`config.mk`:
```
export PLATFORM = sky130hd
export DESIGN_NAME = store_fram_fsm_flat
export DESIGN_NICKNAME = d
export VERILOG_FILES = /design/src/rtl/store_fram_fsm_if.sv /design/src/rtl/store_fram_fsm.sv /design/src/flat_wrapper.sv
export SDC_FILE = /design/constraint.sdc
export NUM_CORES = 1
export LEC_CHECK = 0
export ABC_CLOCK_PERIOD_IN_PS = 6400
export CAP_MARGIN = 20
export CORE_MARGIN = 2
export CORE_UTILIZATION = 40
export DETAILED_ROUTE_END_ITERATION = 8
export SETUP_SLACK_MARGIN = 0.4
export SLEW_MARGIN = 25
export SYNTH_ARGS = -nofsm -noshare
export SYNTH_HDL_FRONTEND = slang
export SYNTH_SLANG_ARGS = --single-unit
```
`constraint.sdc`:
```
create_clock -name sys_clk -period 6.4 [get_ports sys_clk]
set_input_delay 1.92 -clock sys_clk [delete_from_list [all_inputs] [get_ports sys_clk]]
set_output_delay 1.92 -clock sys_clk [all_outputs]
set_load 0.01 [all_outputs]
```
`src/rtl/store_fram_fsm_if.sv`:
```
// Store sequencer bundle: start/abort from board control, status back, and both FRAM write engine handshakes.
// Latency: none, wires only.
// Backpressure: none; engines answer with done/error pulses and the sequencer enforces its own timeout.
interface store_fram_fsm_if;
  logic       store_ram_en;
  logic       flash_fsm_error;
  logic       store_busy;
  logic       fram_fsm_done;
  logic       fram_fsm_error;
  logic [2:0] fram_err_code;
  logic       fram_cons_wr_en;
  logic       fram_cons_wr_done;
  logic       fram_cons_wr_error;
  logic       fram_afpga_wr_en;
  logic       fram_afpga_wr_done;
  logic       fram_afpga_wr_error;

  // Board control plus write engines: drive start, abort and engine responses.
  modport master (
    output store_ram_en, flash_fsm_error,
    output fram_cons_wr_done, fram_cons_wr_error,
    output fram_afpga_wr_done, fram_afpga_wr_error,
    input  store_busy, fram_fsm_done, fram_fsm_error, fram_err_code,
    input  fram_cons_wr_en, fram_afpga_wr_en
  );

  // The sequencer itself.
  modport slave (
    input  store_ram_en, flash_fsm_error,
    input  fram_cons_wr_done, fram_cons_wr_error,
    input  fram_afpga_wr_done, fram_afpga_wr_error,
    output store_busy, fram_fsm_done, fram_fsm_error, fram_err_code,
    output fram_cons_wr_en, fram_afpga_wr_en
  );
endinterface

```
`src/rtl/store_fram_fsm.sv`:
```
// FRAM write-back sequencer: constants engine then AFPGA engine, with per-stage retry/timeout and abort.
// Latency: 6 cycles start-to-done minimum; all outputs are registered (one cycle behind the state).
// Backpressure: starts outside IDLE are dropped; engine responses outside their WAIT state are ignored.
module store_fram_fsm #(
  parameter int unsigned          TIMEOUT_W   = 20,
  parameter logic [TIMEOUT_W-1:0] TIMEOUT_CYC = 20'd1000000,
  parameter int unsigned          MAX_RETRY   = 2
) (
  input  logic          sys_clk,
  input  logic          glbl_rst_n,
  store_fram_fsm_if.slave bus
);

  localparam int unsigned          RETRY_W   = (MAX_RETRY < 1) ? 1 : $clog2(MAX_RETRY + 1);
  localparam logic [RETRY_W-1:0]   RETRY_MAX = RETRY_W'(MAX_RETRY);
  localparam logic [TIMEOUT_W-1:0] TMO_LAST  = TIMEOUT_CYC - TIMEOUT_W'(1);

  localparam logic [2:0] CODE_NONE      = 3'd0;
  localparam logic [2:0] CODE_CONS_ERR  = 3'd1;
  localparam logic [2:0] CODE_CONS_TMO  = 3'd2;
  localparam logic [2:0] CODE_AFPGA_ERR = 3'd3;
  localparam logic [2:0] CODE_AFPGA_TMO = 3'd4;
  localparam logic [2:0] CODE_FLASH     = 3'd5;

  typedef enum logic [2:0] {
    IDLE       = 3'd0,
    CONS_REQ   = 3'd1,
    CONS_WAIT  = 3'd2,
    AFPGA_REQ  = 3'd3,
    AFPGA_WAIT = 3'd4,
    DONE       = 3'd5,
    ERR        = 3'd6
  } state_e;

  state_e               state_q, state_d;
  logic [RETRY_W-1:0]   retry_q, retry_d;
  logic [TIMEOUT_W-1:0] tmo_q, tmo_d;
  logic [2:0]           cause_q, cause_d;

  logic                 busy_q, busy_d;
  logic                 done_q, done_d;
  logic                 error_q, error_d;
  logic [2:0]           err_code_q, err_code_d;
  logic                 cons_en_q, cons_en_d;
  logic                 afpga_en_q, afpga_en_d;

  logic                 fail;
  logic [2:0]           fail_code;
  state_e               retry_state;

  // State and bookkeeping registers.
  always_ff @(posedge sys_clk or negedge glbl_rst_n) begin
    if (!glbl_rst_n) begin
      state_q <= IDLE;
      retry_q <= '0;
      tmo_q   <= '0;
      cause_q <= CODE_NONE;
    end else begin
      state_q <= state_d;
      retry_q <= retry_d;
      tmo_q   <= tmo_d;
      cause_q <= cause_d;
    end
  end

  // Next state: WAIT priority is abort, engine error, engine done, timeout; failures share one retry path.
  always_comb begin
    state_d     = state_q;
    retry_d     = retry_q;
    tmo_d       = tmo_q;
    cause_d     = cause_q;
    fail        = 1'b0;
    fail_code   = CODE_NONE;
    retry_state = IDLE;
    case (state_q)
      IDLE: begin
        if (bus.store_ram_en) begin
          state_d = CONS_REQ;
          retry_d = '0;
          tmo_d   = '0;
          cause_d = CODE_NONE;
        end
      end
      CONS_REQ: begin
        tmo_d   = '0;
        state_d = CONS_WAIT;
      end
      CONS_WAIT: begin
        retry_state = CONS_REQ;
        if (bus.flash_fsm_error) begin
          state_d = ERR;
          cause_d = CODE_FLASH;
        end else if (bus.fram_cons_wr_error) begin
          fail      = 1'b1;
          fail_code = CODE_CONS_ERR;
        end else if (bus.fram_cons_wr_done) begin
          state_d = AFPGA_REQ;
          retry_d = '0;
        end else if (tmo_q == TMO_LAST) begin
          fail      = 1'b1;
          fail_code = CODE_CONS_TMO;
        end else begin
          tmo_d = tmo_q + TIMEOUT_W'(1);
        end
      end
      AFPGA_REQ: begin
        tmo_d   = '0;
        state_d = AFPGA_WAIT;
      end
      AFPGA_WAIT: begin
        retry_state = AFPGA_REQ;
        if (bus.flash_fsm_error) begin
          state_d = ERR;
          cause_d = CODE_FLASH;
        end else if (bus.fram_afpga_wr_error) begin
          fail      = 1'b1;
          fail_code = CODE_AFPGA_ERR;
        end else if (bus.fram_afpga_wr_done) begin
          state_d = DONE;
        end else if (tmo_q == TMO_LAST) begin
          fail      = 1'b1;
          fail_code = CODE_AFPGA_TMO;
        end else begin
          tmo_d = tmo_q + TIMEOUT_W'(1);
        end
      end
      DONE:    state_d = IDLE;
      ERR:     state_d = IDLE;
      default: state_d = IDLE;
    endcase
    if (fail) begin
      if (retry_q < RETRY_MAX) begin
        retry_d = retry_q + RETRY_W'(1);
        state_d = retry_state;
      end else begin
        state_d = ERR;
        cause_d = fail_code;
      end
    end
  end

  // Outputs decoded from the current state; busy stays up through the final done/error pulse.
  always_comb begin
    cons_en_d  = (state_q == CONS_REQ);
    afpga_en_d = (state_q == AFPGA_REQ);
    done_d     = (state_q == DONE);
    error_d    = (state_q == ERR);
    busy_d     = (state_d != IDLE) || done_d || error_d;
    err_code_d = err_code_q;
    if (state_q == ERR) begin
      err_code_d = cause_q;
    end else if ((state_q == IDLE) && bus.store_ram_en) begin
      err_code_d = CODE_NONE;
    end
  end

  // Output registers so every pulse is glitch-free and exactly one cycle wide.
  always_ff @(posedge sys_clk or negedge glbl_rst_n) begin
    if (!glbl_rst_n) begin
      busy_q     <= 1'b0;
      done_q     <= 1'b0;
      error_q    <= 1'b0;
      err_code_q <= CODE_NONE;
      cons_en_q  <= 1'b0;
      afpga_en_q <= 1'b0;
    end else begin
      busy_q     <= busy_d;
      done_q     <= done_d;
      error_q    <= error_d;
      err_code_q <= err_code_d;
      cons_en_q  <= cons_en_d;
      afpga_en_q <= afpga_en_d;
    end
  end

  assign bus.store_busy       = busy_q;
  assign bus.fram_fsm_done    = done_q;
  assign bus.fram_fsm_error   = error_q;
  assign bus.fram_err_code    = err_code_q;
  assign bus.fram_cons_wr_en  = cons_en_q;
  assign bus.fram_afpga_wr_en = afpga_en_q;

endmodule
```
`src/flat_wrapper.sv`:
```
// flat-port wrapper written by rule: the top's interface ports become plain ports
module store_fram_fsm_flat 
#(
  parameter int unsigned          TIMEOUT_W   = 20,
  parameter logic [TIMEOUT_W-1:0] TIMEOUT_CYC = 20'd1000000,
  parameter int unsigned          MAX_RETRY   = 2
)
  (sys_clk, glbl_rst_n, bus_store_ram_en, bus_flash_fsm_error, bus_fram_cons_wr_done, bus_fram_cons_wr_error, bus_fram_afpga_wr_done, bus_fram_afpga_wr_error, bus_store_busy, bus_fram_fsm_done, bus_fram_fsm_error, bus_fram_err_code, bus_fram_cons_wr_en, bus_fram_afpga_wr_en);
  store_fram_fsm_if bus_i ();
  input  logic sys_clk;
  input  logic glbl_rst_n;
  input wire logic [$bits(bus_i.store_ram_en)-1:0] bus_store_ram_en;
  input wire logic [$bits(bus_i.flash_fsm_error)-1:0] bus_flash_fsm_error;
  input wire logic [$bits(bus_i.fram_cons_wr_done)-1:0] bus_fram_cons_wr_done;
  input wire logic [$bits(bus_i.fram_cons_wr_error)-1:0] bus_fram_cons_wr_error;
  input wire logic [$bits(bus_i.fram_afpga_wr_done)-1:0] bus_fram_afpga_wr_done;
  input wire logic [$bits(bus_i.fram_afpga_wr_error)-1:0] bus_fram_afpga_wr_error;
  output wire logic [$bits(bus_i.store_busy)-1:0] bus_store_busy;
  output wire logic [$bits(bus_i.fram_fsm_done)-1:0] bus_fram_fsm_done;
  output wire logic [$bits(bus_i.fram_fsm_error)-1:0] bus_fram_fsm_error;
  output wire logic [$bits(bus_i.fram_err_code)-1:0] bus_fram_err_code;
  output wire logic [$bits(bus_i.fram_cons_wr_en)-1:0] bus_fram_cons_wr_en;
  output wire logic [$bits(bus_i.fram_afpga_wr_en)-1:0] bus_fram_afpga_wr_en;
  assign bus_i.store_ram_en = bus_store_ram_en;
  assign bus_i.flash_fsm_error = bus_flash_fsm_error;
  assign bus_i.fram_cons_wr_done = bus_fram_cons_wr_done;
  assign bus_i.fram_cons_wr_error = bus_fram_cons_wr_error;
  assign bus_i.fram_afpga_wr_done = bus_fram_afpga_wr_done;
  assign bus_i.fram_afpga_wr_error = bus_fram_afpga_wr_error;
  assign bus_store_busy = bus_i.store_busy;
  assign bus_fram_fsm_done = bus_i.fram_fsm_done;
  assign bus_fram_fsm_error = bus_i.fram_fsm_error;
  assign bus_fram_err_code = bus_i.fram_err_code;
  assign bus_fram_cons_wr_en = bus_i.fram_cons_wr_en;
  assign bus_fram_afpga_wr_en = bus_i.fram_afpga_wr_en;
  store_fram_fsm #(.TIMEOUT_W(TIMEOUT_W), .TIMEOUT_CYC(TIMEOUT_CYC), .MAX_RETRY(MAX_RETRY)) u_core (.sys_clk(sys_clk), .glbl_rst_n(glbl_rst_n), .bus(bus_i));
endmodule
```
==> results of run 1 <==
flip-flops by register name, summed over array words and instances (netlist names):
name and count:
u_core.bus.fram_err_code 3, u_core.state_q 3, u_core.cause_q 3, u_core.bus.fram_cons_wr_en 1
u_core.tmo_q 20, u_core.bus.fram_fsm_error 1, u_core.retry_q 2, u_core.bus.store_busy 1
u_core.bus.fram_fsm_done 1, u_core.bus.fram_afpga_wr_en 1
final cells by class:
cell class,instances,area (µm²)
Clock buffer,5,68.8
Clock inverter,3,90.1
Fill cell,528,2870
Inverter,4,15.0
Multi-Input combinational cell,200,1260
Sequential cell,36,901
Tap cell,72,90.1
Timing Repair Buffer,16,153
placed cells by master (no fill, tap or decap), types with 3 or more instances in the layout:
cell type,instances
and2_1,4
o22ai_1,4
nor4b_1,4
o31ai_1,9
a31oi_1,4
nand2b_1,6
a211o_1,4
bufinv_16,3
nor2b_1,3
a21oi_1,21
or4_1,7
nand2_1,25
inv_1,4
or3_1,3
nor3b_1,4
nor4_1,3
nand3_1,9
and4_1,3
and3_1,6
clkdlybuf4s50_1,14
dfrtp_1,36
mux2i_1,4
o21ai_0,17
nor3_1,6
nand4_1,6
clkbuf_8,5
nand3b_1,3
nor2_1,14
per-layer routing:
| metal | share of wire (%) | up-vias | GRT usage [%] |
|---|---|---|---|
| li1 | - | 995 | - |
| met1 | 49 | 968 | 26.1 |
| met2 | 44 | 51 | 28.3 |
| met3 | 5.1 | 10 | 3.98 |
| met4 | 1.7 | 0 | 6.49 |
| met5 | 0 | - | 0 |
worst paths after layout:
kind | startpoint | end
worst max-delay path | bus_fram_afpga_wr_done | u_core.tmo_q[17]
worst min-delay path | u_core.retry_q[0] | u_core.retry_q[0]
worst max register to register | u_core.state_q[2] | u_core.tmo_q[17]
worst min register to register | u_core.retry_q[0] | u_core.retry_q[0]
max in group asynchronous | glbl_rst_n | u_core.tmo_q[8]
min in group asynchronous | glbl_rst_n | u_core.cause_q[0]
kinds of logic (layout without fill, tap and decap cells):
logic type | after synthesis | in the layout | share of synthesized area (%)
compound gates | 78 | 78 | 23.3
xor+xnor | 1 | 1 | 0.392
fa+ha+maj | 1 | 1 | 0.560
buf+inv | 18 | 28 | 3.52
flops | 36 | 36 | 40.3
mux | 4 | 4 | 1.79
simple gates | 116 | 116 | 30.2
worst reg2reg max path: cells and delay by family, from the launching register on:
kind	cells	cell delay, ns
AO/OA/AOI/OAI	3	0.57
AND/OR/NAND/NOR	2	1.05
flip-flops	1	0.81
where the power goes:
part | internal, mW | total, mW | switching [mW]
sequential | 0.273 | 0.356 | 0.0824
combinational | 0.150 | 0.356 | 0.206
clock | 0.195 | 0.283 | 0.0882
synthesized netlist by cell type (7+ instances only):
master	number
nor2_1	14
a21oi_1	21
or4_1	7
o21ai_0	17
o31ai_1	9
nand2_1	25
dfrtp_1	36
nand3_1	9
metrics by stage:
step	cells	utilization, %	hold slack, ns	total power [mW]	instance area [µm²]
after floorplan	254	-	0.448	0.613	2240
after global placement	328	44.4	0.463	0.713	2410
after detailed placement	328	44.4	0.481	0.716	2410
after CTS	336	47.3	0.491	1.00	2570
after global routing	336	47.3	0.529	1.07	2570
final	336	47.3	0.487	0.994	2570
==> run_results.csv, run 1 <==
group,metric,value,unit
cts,clockRootBuffer,"clkbuf_8",
global_route,grt_max_degree,37,
critical_path,critical-path-top-delay-family,"simple AND/OR/NAND/NOR gates",
synth,postSynthCellCount,254,
critical_path,arrival,4.06,ns
sta,fin_tns_setup,0,ns
global_route,grt_pass1_vias,1854,
route,drt-initial-drc-count,139,
critical_path,r2r_slack,3.90,ns
min_path,min_path_type,"reg2reg",
min_path,hold_depth,1,
synth,synthFlopType,"dfrtp_1",
sta,skew,0.00545,ns
route,vias,2024,
synth,async_flop_share,100,%
place,portBuffers,15,
finish,antenna_cells,0,
cts,clk_latency,0.29,ns
route,drtPass1Iterations,6,
cts,cts_buffer_depth,2,
global_route,grt_usage,18.5,%
synth,synth_top_area_cell,"dfrtp_1",
flow_run,cap_violations,0,
synth,synth_enable_flop_cells,0,
synth,yosys_warnings,0,
global_route,overflow,0,
floorplanning,ios,16,
sta,max_clock_freq,261,MHz
power,powerDensity,386,nW/µm²
cts,clk_pin_slew,0.08,ns
critical_path,critPathLaunchType,"primary input",
place,pre_cts_slack,2.24,ns
sta,maxSlewViolCount,0,
route,ant_nets,0,
sta,setup_viol,0,
route,wire_per_inst,15.9,µm
place,hpwl,3770,µm
floorplanning,die_area,6200,µm²
finish,drive_gt1_share,6.82,%
place,gp_congestion,0.840,
sta,hold_viol_final,0,
floorplanning,die_y,78.8,µm
cts,cts_tree,"built",
power,p_leak,1.01,nW
global_route,grt_pass1_wl,9200,µm
critical_path,cp-end-kind,"register",
cts,cts_resized,0,
critical_path,required,6.62,ns
synth,syn_nets,263,
synth,yosys-top-cells-area,"dfrtp_1, a21oi_1, nand2_1, o21ai_0, o31ai_1",
synth,syn_avg_cell_area,8.80,µm²
global_route,antenna_found_initial,0,
synth,synth_seq_cells,36,
route,viasPerCell,6.02,
synth,netlist_area,2240,µm²
cts,clock_sinks,36,
sta,rsz0062_at_grt,"no",
critical_path,critPathKind,"in2reg",
sta,slew_headroom,46.2,%
floorplanning,die_w,78.8,µm
route,route.detailed.drc,0,
floorplanning,placementRows,27,
status,outcome,"finished clean",
cts,cts_max_level,2,
finish,nNetsFinal,272,
synth,synth_top_area_share,40.3,%
sta,min_period,3.84,ns
route,wl,5330,µm
critical_path,cp.depth,6,
power,ir_drop,0.000186,V
cts,cts_setup_buffers,0,
floorplanning,core_area,5440,µm²
synth,synth_cell_type_count,55,
floorplanning,start_util,41.1,%
critical_path,slowest_stage,"or4b_1",
sta,fin_ws,2.56,ns
sta,finalCritPeriodShare,60.0,%
critical_path,crit_buf_inv,1,
critical_path,reg2reg_depth,5,
cts,hold_buffers,0,
critical_path,crit_chain,"clkdlybuf4s50_1, or4b_1, a21oi_2, o2111ai_2, or4_1, a21oi_1",
cts,numCtsBuffers,5,
critical_path,cp_slowest_stage_delay,0.55,ns
synth,yosysSeqAreaShare,40.3,%
sta,worst_slew_pin_slew,0.808,ns
finish,synthToLayoutAreaGrowth,15.1,%
critical_path,path_max_fanout,9,
No activity file was read; power rests on OpenSTA's default activity.
==> inputs of run 2 (changes only) <==
--- a/config.mk
+++ b/config.mk
@@ -5,7 +5,7 @@
 export SDC_FILE = /design/constraint.sdc
 export NUM_CORES = 1
 export LEC_CHECK = 0
-export ABC_CLOCK_PERIOD_IN_PS = 6400
+export ABC_CLOCK_PERIOD_IN_PS = 3810
 export CAP_MARGIN = 20
 export CORE_MARGIN = 2
 export CORE_UTILIZATION = 40
==> constraint.sdc (replaced) <==
create_clock -name sys_clk -period 3.81 [get_ports sys_clk]
set_input_delay 1.143 -clock sys_clk [delete_from_list [all_inputs] [get_ports sys_clk]]
set_output_delay 1.143 -clock sys_clk [all_outputs]
set_load 0.01 [all_outputs]
==> run 2 against run 1 <==
Compared with the run above:
- die area stayed put
- worst setup slack worse by 1.8 ns
- cell count stayed put
- utilization is 1.2 points lower
- via count is 0.94% lower
- sequential power is 67% higher
- clock power hardly changed
- final area is 2.6% lower
- critical endpoint is now u_core.tmo_q[14]
- largest cell class unchanged
==> run_results.csv, run 2 (synthesis gave the netlist of run 1 again) <==
group,metric,value,unit
sta,fin_tns_setup,0,ns
finish,antenna_cells,0,
sta,worst_slew_pin_slew,0.896,ns
floorplanning,core_area,5440,µm²
critical_path,critPathLaunchType,"primary input",
sta,rsz0062_at_grt,"no",
critical_path,required,4.02,ns
min_path,min_path_type,"reg2reg",
global_route,grt_pass1_wl,9270,µm
critical_path,crit_chain,"clkdlybuf4s50_1, or4b_1, a21oi_2, nor2_1, or4_1, a21oi_1",
sta,setup_viol,0,
finish,final_core_util,46.1,%
route,m1WireLength,2630,µm
sta,hold_viol_final,0,
cts,cts_buffer_depth,2,
critical_path,slowest_stage,"or4b_1",
floorplanning,die_y,78.8,µm
critical_path,critPathKind,"in2reg",
critical_path,path_max_fanout,15,
finish,top_register,"u_core.tmo_q",
sta,skew,0.00355,ns
sta,finalCritPeriodShare,80.9,%
floorplanning,start_util,41.1,%
route,wire_per_inst,15.9,µm
critical_path,arrival,3.30,ns
route,drtPass1Iterations,4,
place,gp_congestion,0.843,
global_route,grt_max_degree,37,
route,vias,2005,
global_route,overflow,0,
cts,cts_resized,0,
route,viasPerCell,5.97,
place,hpwl,3780,µm
power,p_total,1.48,mW
route,wl_met3,235,µm
cts,clk_latency,0.29,ns
power,powerDensity,590,nW/µm²
sta,min_period,3.08,ns
route,ant_nets,0,
global_route,grt_pass1_vias,1849,
cts,cts_max_level,2,
cts,cts_tree,"built",
status,outcome,"finished clean",
critical_path,cp_slowest_stage_delay,0.54,ns
cts,numCtsBuffers,5,
power,ir_drop,0.000231,V
finish,drive_gt1_share,6.82,%
finish,final_cell_mix,"dfrtp_1, nand2_1, a21oi_1, o21ai_0",
global_route,antenna_found_initial,0,
route,wl,5330,µm
sta,max_clock_freq,324,MHz
route,top_layer,"met4",
critical_path,cp-end-kind,"register",
cts,clockRootBuffer,"clkbuf_8",
cts,cts_setup_buffers,0,
floorplanning,die_w,78.8,µm
flow_run,cap_violations,0,
floorplanning,ios,16,
route,drt-initial-drc-count,176,
sta,maxSlewViolCount,0,
sta,slew_headroom,40.1,%
power,p_leak,0.978,nW
finish,nNetsFinal,272,
route,route.detailed.drc,0,
floorplanning,die_area,6200,µm²
cts,clk_pin_slew,0.07,ns
global_route,grt_usage,18.8,%
finish,synthToLayoutAreaGrowth,12.1,%
floorplanning,placementRows,27,
finish,layout_commonest_cell,"dfrtp_1",
finish,largest_reg_flops,20,
route,wl_met2,2400,µm
cts,clock_sinks,36,
place,portBuffers,15,
cts,hold_buffers,0,
==> run 2: cell type report <==
cell class,instances,area (µm²)
fillers,541,2930
multi-input cells,200,1260
repair buffers,16,153
well taps,72,90.1
inverters,4,15.0
clock buffers,6,82.6
clock inverters,2,10.0
flip-flops and latches,36,901
==> run 2: worst paths after layout <==
kind	startpoint	endpoint	slack [ns]	depth (start not counted)
max reg2reg	u_core.state_q[2]	u_core.tmo_q[14]	1.29	5
min	u_core.retry_q[0]	u_core.retry_q[0]	0.48	1
min reg2reg	u_core.retry_q[0]	u_core.retry_q[0]	0.48	1
max	bus_fram_afpga_wr_done	u_core.tmo_q[14]	0.73	6
max in group asynchronous	glbl_rst_n	u_core.tmo_q[2]	2.36	1
min in group asynchronous	glbl_rst_n	u_core.bus.fram_err_code[2]	0.94	1
==> run 2: power breakdown <==
group	switching, mW	internal (mW)
Combinational	0.347	0.251
Clock	0.139	0.144
Sequential	0.137	0.459
Total	0.624	0.855
==> run 2: per-stage QoR <==
step,cells,hold slack (ns),instance area [µm²],setup WS [ns]
2_1_floorplan,254,0.448,2240,1.09
3_3_place_gp,328,0.464,2410,0.461
3_5_place_dp,328,0.474,2410,0.436
4_1_cts,336,0.483,2510,0.735
5_1_grt,336,0.519,2510,0.594
6_report,336,0.479,2510,0.727
==> run 2: layer usage <==
| metal | vias up | track usage [%] |
|---|---|---|
| li1 | 995 | - |
| met1 | 958 | 27.1 |
| met2 | 47 | 28.7 |
| met3 | 5 | 3.41 |
| met4 | 0 | 5.44 |
| met5 | - | 0 |
==> run 2: worst max-delay path, delay by kind of cell <==
kind                   cells  cell delay [ns]
AOI/OAI and AO/OA          2             0.35
and+or+nand+nor            3             1.31
buffers and inverters      1             0.48
